`config.mk`:
```
export PLATFORM = sky130hd
export DESIGN_NAME = i2s_stream_tx
export DESIGN_NICKNAME = d
export VERILOG_FILES = /design/src/rtl/audio_pkg.sv /design/src/rtl/i2s_clkgen.sv /design/src/rtl/i2s_stream_tx.sv
export SDC_FILE = /design/constraint.sdc
export NUM_CORES = 1
export LEC_CHECK = 0
export CELL_PAD_IN_SITES_DETAIL_PLACEMENT = 0
export CELL_PAD_IN_SITES_GLOBAL_PLACEMENT = 1
export CORE_MARGIN = 3
export CORE_UTILIZATION = 40
export CTS_BUF_LIST = sky130_fd_sc_hd__clkbuf_8 sky130_fd_sc_hd__clkbuf_16
export CTS_CLUSTER_SIZE = 20
export DETAILED_ROUTE_END_ITERATION = 16
export PLACE_DENSITY_LB_ADDON = 0.12
export SYNTH_ARGS = -nofsm -noshare
export SYNTH_HDL_FRONTEND = slang
export SYNTH_HIERARCHICAL = 1
export SYNTH_SLANG_ARGS = --single-unit
```
`constraint.sdc`:
```
create_clock -name clk -period 6.6 [get_ports clk]
set_input_delay 1.32 -clock clk [delete_from_list [all_inputs] [get_ports clk]]
set_output_delay 1.32 -clock clk [all_outputs]
set_load 0.1 [all_outputs]
```
`src/rtl/audio_pkg.sv`:
```
`default_nettype none
// ------------------------------------------------------------------
// audio_pkg: shared I2S widths, slot constants and fetch FSM states
// Rev 1.0
// ------------------------------------------------------------------
package audio_pkg;

  localparam int SAMPLE_W   = 16;
  localparam int FRAME_BITS = 32;
  localparam int SLOT_W     = 5;

  localparam logic [SLOT_W-1:0] LEFT_LOAD  = 5'd0;
  localparam logic [SLOT_W-1:0] RIGHT_LOAD = 5'd16;
  localparam logic [SLOT_W-1:0] LRCK_RISE  = 5'd15;
  localparam logic [SLOT_W-1:0] LRCK_FALL  = 5'd31;

  typedef enum logic [2:0] {
    FETCH_IDLE   = 3'd0,
    FETCH_REQ_L  = 3'd1,
    FETCH_WAIT_L = 3'd2,
    FETCH_REQ_R  = 3'd3,
    FETCH_WAIT_R = 3'd4,
    FETCH_FULL   = 3'd5
  } fetch_state_e;

endpackage
`default_nettype wire

```
`src/rtl/i2s_clkgen.sv`:
```
`default_nettype none
// ------------------------------------------------------------------
// i2s_clkgen: BCLK prescaler, slot counter and per-slot load strobes
// Rev 1.0
// ------------------------------------------------------------------
module i2s_clkgen
  import audio_pkg::*;
#(
  parameter int BCLK_HALF_DIV = 18
) (
  input  logic              clk,
  input  logic              rst,
  input  logic              enable_i,
  output logic              bclk_o,
  output logic              fall_o,
  output logic [SLOT_W-1:0] next_slot_o,
  output logic              load_l_o,
  output logic              load_r_o
);

  localparam int               PRE_W  = $clog2(BCLK_HALF_DIV);
  localparam logic [PRE_W-1:0] PRE_TC = PRE_W'(BCLK_HALF_DIV - 1);

  logic [PRE_W-1:0]  presc_q;
  logic              bclk_q;
  logic [SLOT_W-1:0] slot_q;
  logic              presc_tc;

  assign presc_tc    = (presc_q == PRE_TC);
  // Strobes fire in the cycle before the edge that makes them true.
  assign fall_o      = enable_i & presc_tc & bclk_q;
  assign next_slot_o = slot_q + SLOT_W'(1);
  assign load_l_o    = fall_o & (next_slot_o == LEFT_LOAD);
  assign load_r_o    = fall_o & (next_slot_o == RIGHT_LOAD);
  assign bclk_o      = bclk_q;

  always_ff @(posedge clk or posedge rst) begin
    if (rst) begin
      presc_q <= '0;
      bclk_q  <= 1'b0;
      slot_q  <= LRCK_FALL;
    end else if (!enable_i) begin
      presc_q <= '0;
      bclk_q  <= 1'b0;
      slot_q  <= LRCK_FALL;
    end else if (presc_tc) begin
      presc_q <= '0;
      bclk_q  <= ~bclk_q;
      if (bclk_q) begin
        slot_q <= next_slot_o;
      end
    end else begin
      presc_q <= presc_q + PRE_W'(1);
    end
  end

endmodule
`default_nettype wire

```
`src/rtl/i2s_stream_tx.sv`:
```
`default_nettype none
// ------------------------------------------------------------------
// i2s_stream_tx: FIFO-fed stereo prefetch and Philips I2S serialiser
// Rev 1.0
// ------------------------------------------------------------------
module i2s_stream_tx
  import audio_pkg::*;
#(
  parameter int BCLK_HALF_DIV = 18,
  parameter int READ_LATENCY  = 1,
  parameter int UNDERRUN_W    = 16
) (
  input  logic                  clk,
  input  logic                  rst,
  input  logic                  enable_i,
  input  logic                  read_valid_i,
  input  logic [SAMPLE_W-1:0]   read_data_i,
  output logic                  read_en_o,
  output logic                  i2s_bclk_o,
  output logic                  i2s_lrck_o,
  output logic                  i2s_sdata_o,
  output logic                  frame_tick_o,
  output logic                  underrun_o,
  output logic [UNDERRUN_W-1:0] underrun_cnt_o
);

  localparam int               LAT_W  = $clog2(READ_LATENCY + 1);
  localparam logic [LAT_W-1:0] LAT_TC = LAT_W'(READ_LATENCY);

  fetch_state_e          state_q;
  logic [LAT_W-1:0]      lat_q;
  logic                  read_en_q;
  logic [SAMPLE_W-1:0]   buf_l_q;
  logic [SAMPLE_W-1:0]   buf_r_q;
  logic [SAMPLE_W-1:0]   active_r_q;
  logic [SAMPLE_W-1:0]   shreg_q;
  logic                  lrck_q;
  logic                  frame_tick_q;
  logic                  underrun_q;
  logic [UNDERRUN_W-1:0] underrun_cnt_q;
  logic [UNDERRUN_W-1:0] underrun_cnt_d;
  logic                  lrck_d;

  logic              bclk_w;
  logic              fall_w;
  logic [SLOT_W-1:0] next_slot_w;
  logic              load_l_w;
  logic              load_r_w;

  i2s_clkgen #(
    .BCLK_HALF_DIV(BCLK_HALF_DIV)
  ) u_clkgen (
    .clk        (clk),
    .rst        (rst),
    .enable_i   (enable_i),
    .bclk_o     (bclk_w),
    .fall_o     (fall_w),
    .next_slot_o(next_slot_w),
    .load_l_o   (load_l_w),
    .load_r_o   (load_r_w)
  );

  assign underrun_cnt_d = (underrun_cnt_q == '1) ? underrun_cnt_q
                                                 : underrun_cnt_q + UNDERRUN_W'(1);
  assign lrck_d = (next_slot_w >= LRCK_RISE) && (next_slot_w != LRCK_FALL);

  // Fetch side: a capture in WAIT_R on the swap cycle lands after the
  // swap has already judged the buffer, so the pair waits a frame.
  always_ff @(posedge clk or posedge rst) begin
    if (rst) begin
      state_q   <= FETCH_IDLE;
      lat_q     <= '0;
      read_en_q <= 1'b0;
      buf_l_q   <= '0;
      buf_r_q   <= '0;
    end else begin
      read_en_q <= 1'b0;
      case (state_q)
        FETCH_IDLE: state_q <= FETCH_REQ_L;
        FETCH_REQ_L, FETCH_REQ_R: begin
          if (read_valid_i) begin
            read_en_q <= 1'b1;
            lat_q     <= '0;
            state_q   <= (state_q == FETCH_REQ_L) ? FETCH_WAIT_L : FETCH_WAIT_R;
          end
        end
        FETCH_WAIT_L: begin
          if (lat_q == LAT_TC) begin
            buf_l_q <= read_data_i;
            state_q <= FETCH_REQ_R;
          end else begin
            lat_q <= lat_q + LAT_W'(1);
          end
        end
        FETCH_WAIT_R: begin
          if (lat_q == LAT_TC) begin
            buf_r_q <= read_data_i;
            state_q <= FETCH_FULL;
          end else begin
            lat_q <= lat_q + LAT_W'(1);
          end
        end
        FETCH_FULL: if (load_l_w) state_q <= FETCH_REQ_L;
        default:    state_q <= FETCH_IDLE;
      endcase
    end
  end

  always_ff @(posedge clk or posedge rst) begin
    if (rst) begin
      active_r_q     <= '0;
      shreg_q        <= '0;
      lrck_q         <= 1'b0;
      frame_tick_q   <= 1'b0;
      underrun_q     <= 1'b0;
      underrun_cnt_q <= '0;
    end else begin
      frame_tick_q <= load_l_w;
      if (!enable_i) begin
        shreg_q <= '0;
        lrck_q  <= 1'b0;
      end else if (fall_w) begin
        lrck_q <= lrck_d;
        if (load_l_w) begin
          if (state_q == FETCH_FULL) begin
            shreg_q    <= buf_l_q;
            active_r_q <= buf_r_q;
          end else begin
            shreg_q        <= '0;
            active_r_q     <= '0;
            underrun_q     <= 1'b1;
            underrun_cnt_q <= underrun_cnt_d;
          end
        end else if (load_r_w) begin
          shreg_q <= active_r_q;
        end else begin
          shreg_q <= {shreg_q[SAMPLE_W-2:0], 1'b0};
        end
      end
    end
  end

  assign read_en_o      = read_en_q;
  assign i2s_bclk_o     = bclk_w;
  assign i2s_lrck_o     = lrck_q;
  assign i2s_sdata_o    = shreg_q[SAMPLE_W-1];
  assign frame_tick_o   = frame_tick_q;
  assign underrun_o     = underrun_q;
  assign underrun_cnt_o = underrun_cnt_q;

endmodule
`default_nettype wire

```
**Yosys cells after proc, flatten, opt, wreduce, memory -nomap -nowiden**

Index checks and enable logic that the tools add are counted.

- Bitwise gates (word level): 7
- Muxes and demuxes: 26
- Order comparisons: 1
- Reduce and logical (&&, ||, !) cells: 14
- Add/subtract/negate cells: 4
- Equality and inequality tests: 16

Operator list:

| cell | count |
|---|---|
| $mux 16 | 6 |
| $mux 5 | 5 |
| $add 16x1->16 const B | 1 |
| $eq 16x16->1 const B | 1 |
| $mux 3 | 5 |
| $pmux 3 s5 | 1 |
| $add 5x1->5 const B | 2 |
| $eq 5x5->1 const B | 2 |
| $mux 1 | 8 |
| $ne 2x2->1 const B | 4 |
| $reduce_and 2->1 | 4 |
| $reduce_and 4->1 | 2 |
| $eq 3x2->1 const B | 2 |
| $eq 3x3->1 const B | 2 |
| $ne 2x1->1 const B | 3 |
| $ge 5x4->1 const B | 1 |
| $logic_not 5->1 | 1 |
| $ne 5x5->1 const B | 1 |
| $reduce_and 5->1 | 1 |
| $and 1x1->1 | 4 |
| $reduce_or 2->1 | 2 |
| $eq 3x1->1 const B | 1 |
| $logic_not 3->1 | 1 |
| $not 1->1 | 3 |
| 5 further kinds | 5 |

- Output and inout port bits: 22
- Logic and storage cells: 82
- Input port bits: 20
- Bits in registers: 99

**Depth between registers and ports, before layout**

Gate-level depths: netlist of the first run.

- Word-level depth: 8
- Mapped depth: 12

**By module**

The synthesis of the first run kept the hierarchy.

Modules (own cells, without submodules):

| module | cells each | area an instance (µm²) | sequential area each (µm²) | instances |
|---|---|---|---|---|
| i2s_stream_tx | 319 | 3857.4 | 2202.1 | 1 |
| i2s_clkgen | 71 | 685.7 | 281.5 | 1 |

**Worst setup path after synthesis of the first run**

OpenSTA, ideal clock, no wires.

- Path type: input -> register
- Start point: input enable_i
- End point: register underrun_cnt_q[10] (netlist: underrun_cnt_o[10])
- Setup slack: 3.561 ns
- Cell stages on the path: 8
- Arrival time: 2.913 ns
- Cell sequence: clkbuf_1 -> and3_1 -> buf_2 -> nand3_2 -> buf_6 -> nor4_4 -> nand3_2 -> mux2_4

- Cells in the longest elaborated chain, start to end: 4

Ends and longest elaborated chain:

| item | RTL line | RTL |
|---|---|---|
| from (decl) | i2s_stream_tx.sv:15 | `input logic enable_i,` |
| $and 1x1->1 (*) (2 in a row) | i2s_clkgen.sv:31 | `assign fall_o = enable_i & presc_tc & bclk_q;` |
| named net fall_w | i2s_stream_tx.sv:45 | `logic fall_w;` |
| $and 1x1->1 | i2s_clkgen.sv:33 | `assign load_l_o = fall_o & (next_slot_o == LEFT_LOAD);` |
| $reduce_and 5->1 (no source line) (*) | - |  |
| to (signal assigned) | i2s_stream_tx.sv:132 | `underrun_cnt_q <= underrun_cnt_d;` |
| to (decl) | i2s_stream_tx.sv:40 | `logic [UNDERRUN_W-1:0] underrun_cnt_q;` |

Mark *: on every way through the listed nets, which the timed path passes. The rest lies on a longest branch.
A chain may end at the register's enable or synchronous reset.

**Worst setup path after layout of the first run**

- Start point: input enable_i
- End point: register underrun_cnt_q[1] (netlist: underrun_cnt_o[1])

- Cells in the longest elaborated chain, start to end: 4

Ends and longest elaborated chain:

| item | RTL line | RTL |
|---|---|---|
| $and 1x1->1 (2 in a row) | i2s_clkgen.sv:31 |  |
| $and 1x1->1 | i2s_clkgen.sv:33 |  |
| named net load_l_w | i2s_stream_tx.sv:47 | `logic load_l_w;` |
| $reduce_and 5->1 (no source line) | - |  |

The timed path passes the listed nets, and every way through them passes these cells.

==> results of run 1 <==
state kept, by name, summed over array words and instances, names as in the netlist, 3 cells and up:
signal            flops
u_clkgen/presc_q      5
underrun_cnt_o       16
active_r_q           16
buf_r_q              16
state_q               3
buf_l_q              16
shreg_q              16
u_clkgen/slot_q       5
through the flow:
| stage | hold WS, ns | utilization, % | power (µW) |
|---|---|---|---|
| global placement | 0.472 | 46.2 | 1000 |
| global route | 0.511 | 49.2 | 1650 |
| CTS | 0.493 | 49.2 | 1590 |
| detailed placement | 0.473 | 46.2 | 1010 |
| floorplan | 0.457 | - | 937 |
| finish | 0.482 | 49.2 | 1570 |
final timing paths:
check                                    end  cells after the start          startpoint  slack [ns]
setup / recovery           underrun_cnt_o[1]                      9            enable_i        2.65
hold / removal                    underrun_o                      1          underrun_o        0.48
setup reg to reg           underrun_cnt_o[1]                      9  u_clkgen/slot_q[0]        3.27
hold reg to reg                   underrun_o                      1          underrun_o        0.48
max in group asynchronous     active_r_q[13]                      3                 rst        4.16
min in group asynchronous         buf_l_q[0]                      2                 rst        1.26
worst max-delay path: cells and delay by family:
kind          cells  cell delay [ns]
mux               1             0.34
simple gates      5             1.48
buf+inv           3             1.01
cells by family (layout without fill, tap and decap cells):
logic type                 count (synthesis)  after routing  synth area share (%)
AOI/OAI and AO/OA                         87             87                  11.9
xor gates and xnor gates                  18             18                  3.47
adders and majority gates                  5              5                  1.38
buffers and inverters                     33             72                  3.47
DFF                                       99             99                  54.7
muxes                                     49             49                  11.8
and+or+nand+nor                           99             99                  13.3
cell usage after synthesis, types with 5 or more instances:
cell type | count | share of area, %
nand4_1 | 10 | 1.4
clkbuf_1 | 11 | 0.91
nand3_1 | 13 | 1.4
xnor2_1 | 10 | 1.9
buf_2 | 7 | 0.77
nor2_1 | 19 | 1.6
mux2i_1 | 15 | 3.3
dfstp_2 | 5 | 2.9
ha_1 | 5 | 1.4
dfrtp_1 | 94 | 52
nand2_1 | 10 | 0.83
a21oi_1 | 35 | 3.9
inv_1 | 8 | 0.66
mux2_2 | 33 | 8.2
a22o_1 | 16 | 3.1
xor2_1 | 8 | 1.5
nor3_1 | 8 | 0.88
o21ai_0 | 20 | 2.2
cell type report:
type / count / area [µm²] / area share [%]
clock buffer: 11 / 253 / 4.68
clock inverter: 5 / 76.3 / 1.41
inverter: 8 / 31.3 / 0.579
multi-input combinational: 258 / 1920 / 35.6
sequential: 99 / 2480 / 46.0
tap: 140 / 175 / 3.24
timing repair buffer: 48 / 463 / 8.57
cell usage in the layout, fill, tap and decap left out, types with 2 or more instances in the layout:
master           Yosys  layout
a21oi_1             35      35
nand3_1             13      13
mux2i_1             15      15
o21ai_0             20      20
nand3_2              2       2
xor2_1               8       8
and2_1               3       3
nand2_1             10      10
xnor2_1             10      10
dfstp_2              5       5
clkdlybuf4s50_1      0      41
clkbuf_8             0       2
bufinv_16            0       2
a22o_1              16      16
or3_1                2       2
nor2b_1              2       2
nor3b_1              2       2
nor3b_2              2       2
nor4_4               2       2
inv_1                8       8
and3_1               2       2
nand4_1             10      10
nand3b_1             4       4
nor2_1              19      19
mux2_2              33      33
dfrtp_1             94      94
nor4_1               4       4
buf_4                4       7
a31oi_1              2       2
nand4b_1             2       2
o31ai_1              2       2
ha_1                 5       5
o21a_1               2       2
clkbuf_16            0       9
clkinv_2             0       2
nor3_1               8       7
nand2b_1             4       4
layer usage:
metal,part of all wire [%],wire (µm),global-route usage [%],vias up
met5,0,0,0,-
met1,48,4350,21.2,1501
li1,-,-,-,1479
met3,3.0,268,2.91,12
met2,47,4190,22.5,49
met4,2.2,197,7.21,0
power by group through the flow:
stage,sequential [µW],combinational [µW],clock (µW)
2_1_floorplan,774,163,0
3_3_place_gp,801,200,0
3_5_place_dp,803,207,0
4_1_cts,792,208,590
5_1_grt,804,223,619
6_report,790,203,574
==> qor.txt, run 1 <==
Relative slew slack -> 35.1%
First-pass GRT wire length -> 15.1 mm
CTS tree -> built
Placed Cells -> 553
Minimum clock period -> 3.95 ns
Layout cell share with drive strength beyond 1 -> 17.0%
WP data required -> 6.83 ns
Io pins -> 42
Chip width -> 113 µm
Max rail drop VDD -> 233 µV
Net switching fraction of the power -> 24.7%
Fmax -> 253 MHz
MaxCap Viol Count -> 0
CTS H-Tree Depth -> 3
GRT Total Usage -> 15.1%
Tcrit/Tclk final -> 59.8%
Root Buffer -> clkbuf_16
Initial antenna violation count -> 0
Gate Count Post-Synth -> 390
RSZ-0062 raised after global routing -> false
Vias in the first global route -> 2931
P_sw -> 387 µW
Distinct cells, synth -> 55
Initial core utilization -> 41.4%
Most Frequent Cell on Critical Path -> buf_4
Wirelength per Cell -> 15.8 µm
Sequential power share -> 50.4%
Final max-slew violation count -> 0
# DRC -> 0
Pwr dens -> 290 nW/µm²
Largest net degree at the start of global routing -> 73
Critical path peak fanout -> 31
Num CTS Buffers -> 9
Initial DRC count -> 151
Worst-margin pin slew -> 0.971 ns
Synth Cell Area -> 4540 µm²
FP Rows -> 38
Yosys reg bits -> 99
Dpl ws -> 2.25 ns
Layout Skew -> 0.00544 ns
Avg Cell Area, Syn -> 11.6 µm²
WS Path Type -> in -> reg
Total grt overflow -> 0
Final Cell Area -> 5400 µm²
Die area -> 12700 µm²
Post-CTS sizing -> 0
YS warnings -> 6
# hold bufs at CTS -> 0
Clock share of power -> 36.6%
Port bufs -> 41
Vias -> 3041
Worst-path cell chain -> clkdlybuf4s50_1, buf_4, nand4_1, nor3_2, buf_4, nand3_2, or2_0, nor2_2, mux2_2
Final Net Count -> 449
Worst setup SP type -> primary input
CP peak stage delay -> 0.50 ns
Mapped Nets -> 415
Min setup slack post-route -> 2.65 ns
TNS Setup -> 0 ns
Status -> finished clean
Post-synth EDFFs -> 0
Cell Count, Final, Fillers Out -> 569
Setup violations, final -> 0
Drt total wl -> 9.01 mm
Die Ht -> 113 µm
Drt first pass iters -> 4
Leakage -> 0.00234 µW
Comb pwr share -> 12.9%
# Post-CTS Setup Buffers -> 0
Post-detail-place hpwl -> 5.81 mm
Critical-path top delay cell -> or2_0
Gp weighted congestion -> 0.766
Area Growth Syn to Fin -> 18.9%
Routed Antenna Nets -> 0
Seq/Total Area, Yosys -> 54.7%
Crit path DAT -> 4.18 ns
Core area -> 11000 µm²
Vias/cell -> 5.34
Clock sinks -> 99
CP endpoint kind -> flop
Final hold violation count -> 0
Number of diodes -> 0
Clock latency at the later pin of the worst-skew pair -> 0.34 ns
Min-Delay Path Class -> reg -> reg
Max clock buf depth -> 2
P_int -> 1180 µW
Async SR Flop Fraction -> 100%
Fill cells -> 1017
Clk slew on worst S/H paths -> 0.07 ns
Placed Instance Area -> 5070 µm²
Primary FF master, synth -> dfrtp_1
Power figures use the tool's default switching activity.
==> run 2, diff against run 1 <==
clock period = 3.5 ns   (was 6.6 ns; I/O delays follow)
==> qor.txt, run 2 (synthesis gave the netlist of run 1 again) <==
Pwr dens -> 519 nW/µm²
# DRC -> 0
Port bufs -> 41
# Post-CTS Setup Buffers -> 0
Most common cell after layout, fill and taps aside -> dfrtp_1
Setup violations, final -> 0
TNS Setup -> 0 ns
Placed Instance Area -> 5110 µm²
Final Cell Area -> 5400 µm²
Post-CTS sizing -> 0
Min-Delay Path Class -> reg -> reg
Fmax -> 355 MHz
Leakage -> 0.00237 µW
First-pass GRT wire length -> 15.8 mm
Max clock buf depth -> 2
Buf/Inv on CP -> 0
Gp weighted congestion -> 0.714
Layout Skew -> 0.00903 ns
Critical-path top delay cell -> dfstp_2
WS Path Type -> reg -> reg
R2R depth -> 8
WP data required -> 3.72 ns
Wirelength per Cell -> 16.2 µm
Vias -> 3094
Vias in the first global route -> 3125
FP Rows -> 38
Total grt overflow -> 0
Clk slew on worst S/H paths -> 0.06 ns
Routed Antenna Nets -> 0
Max rail drop VDD -> 274 µV
Final hold violation count -> 0
Most frequent cells in the layout -> dfrtp_1, a21oi_1, clkdlybuf4s50_1
Worst hold stages -> 1
Largest net degree at the start of global routing -> 89
Die Ht -> 113 µm
Clock sinks -> 99
Area Growth Syn to Fin -> 18.8%
Relative slew slack -> 35.0%
Chip width -> 113 µm
Worst-path cell chain -> ha_1, nand3_1, xnor2_1, nor3_2, nand3_2, or2_0, nor2_2, mux2_2
Core area -> 11000 µm²
Util after Layout -> 49.1%
# hold bufs at CTS -> 0
RSZ-0062 raised after global routing -> false
GRT Total Usage -> 15.6%
Final Net Count -> 455
Drt first pass iters -> 4
Crit. path cell count -> 8
CTS H-Tree Depth -> 3
Crit path DAT -> 3.04 ns
Vias/cell -> 5.39
CP endpoint kind -> flop
Critical path peak fanout -> 7
Worst-margin pin slew -> 0.972 ns
Drt total wl -> 9.32 mm
Final max-slew violation count -> 0
Clock latency at the later pin of the worst-skew pair -> 0.34 ns
Io pins -> 42
Tcrit/Tclk final -> 80.5%
CP peak stage delay -> 0.59 ns
Number of diodes -> 0
Layout cell share with drive strength beyond 1 -> 19.4%
CTS tree -> built
Post-detail-place hpwl -> 5.93 mm
Die area -> 12700 µm²
Minimum clock period -> 2.82 ns
Hold slack -> 0.476 ns
Initial antenna violation count -> 0
Root Buffer -> clkbuf_16
Status -> finished clean
Num CTS Buffers -> 9
Worst path top cell family by delay -> simple AND/OR/NAND/NOR gates
Initial core utilization -> 41.4%
Initial DRC count -> 147
Worst setup SP type -> flop
MaxCap Viol Count -> 0
run 2: cell type report:
class,count,area [µm²]
multi-input combinational,258,1920
inverter,8,31.3
timing repair buffer,54,503
clock buffer,12,267
clock inverter,3,15.0
sequential,99,2480
fill,991,5590
tap,140,175
run 2: metrics by stage:
step / setup slack (ns) / power [µW] / instances
after global routing: 0.463 / 2960 / 574
after floorplan: 0.521 / 1770 / 390
after global placement: 0.663 / 1880 / 559
after detailed placement: 0.607 / 1900 / 559
final: 0.681 / 2800 / 574
after CTS: 0.690 / 2840 / 574
run 2: layer usage:
metal	GRT usage (%)	part of all wire (%)	vias to the layer above
met3	3.07	2.6	10
li1	-	-	1497
met2	25.0	48	37
met5	0	0	-
met1	21.1	48	1550
met4	5.77	1.5	0
run 2: worst register-to-register path: stages (launching register included):
cell and delay (ns):
dfstp_2 0.59, ha_1 0.29, nand3_1 0.19, xnor2_1 0.23, nor3_2 0.25, nand3_2 0.22
or2_0 0.39, nor2_2 0.19, mux2_2 0.35
run 2: path summary, 6_finish.rpt:
| path | from | end | slack (ns) |
|---|---|---|---|
| max | u_clkgen/slot_q[0] | underrun_cnt_o[1] | 0.68 |
| min | underrun_o | underrun_o | 0.48 |
| max reg2reg | u_clkgen/slot_q[0] | underrun_cnt_o[1] | 0.68 |
| min reg2reg | underrun_o | underrun_o | 0.48 |
| max in group asynchronous | rst | buf_r_q[9] | 2.33 |
| min in group asynchronous | rst | u_clkgen/presc_q[4] | 0.71 |
run 2: where the power goes:
part	internal [µW]	leakage (µW)	total, µW	switching [µW]
Clock	531	0.000143	932	401
Combinational	227	0.000916	387	161
Sequential	1340	0.00131	1480	141
Total	2100	0.00237	2800	702
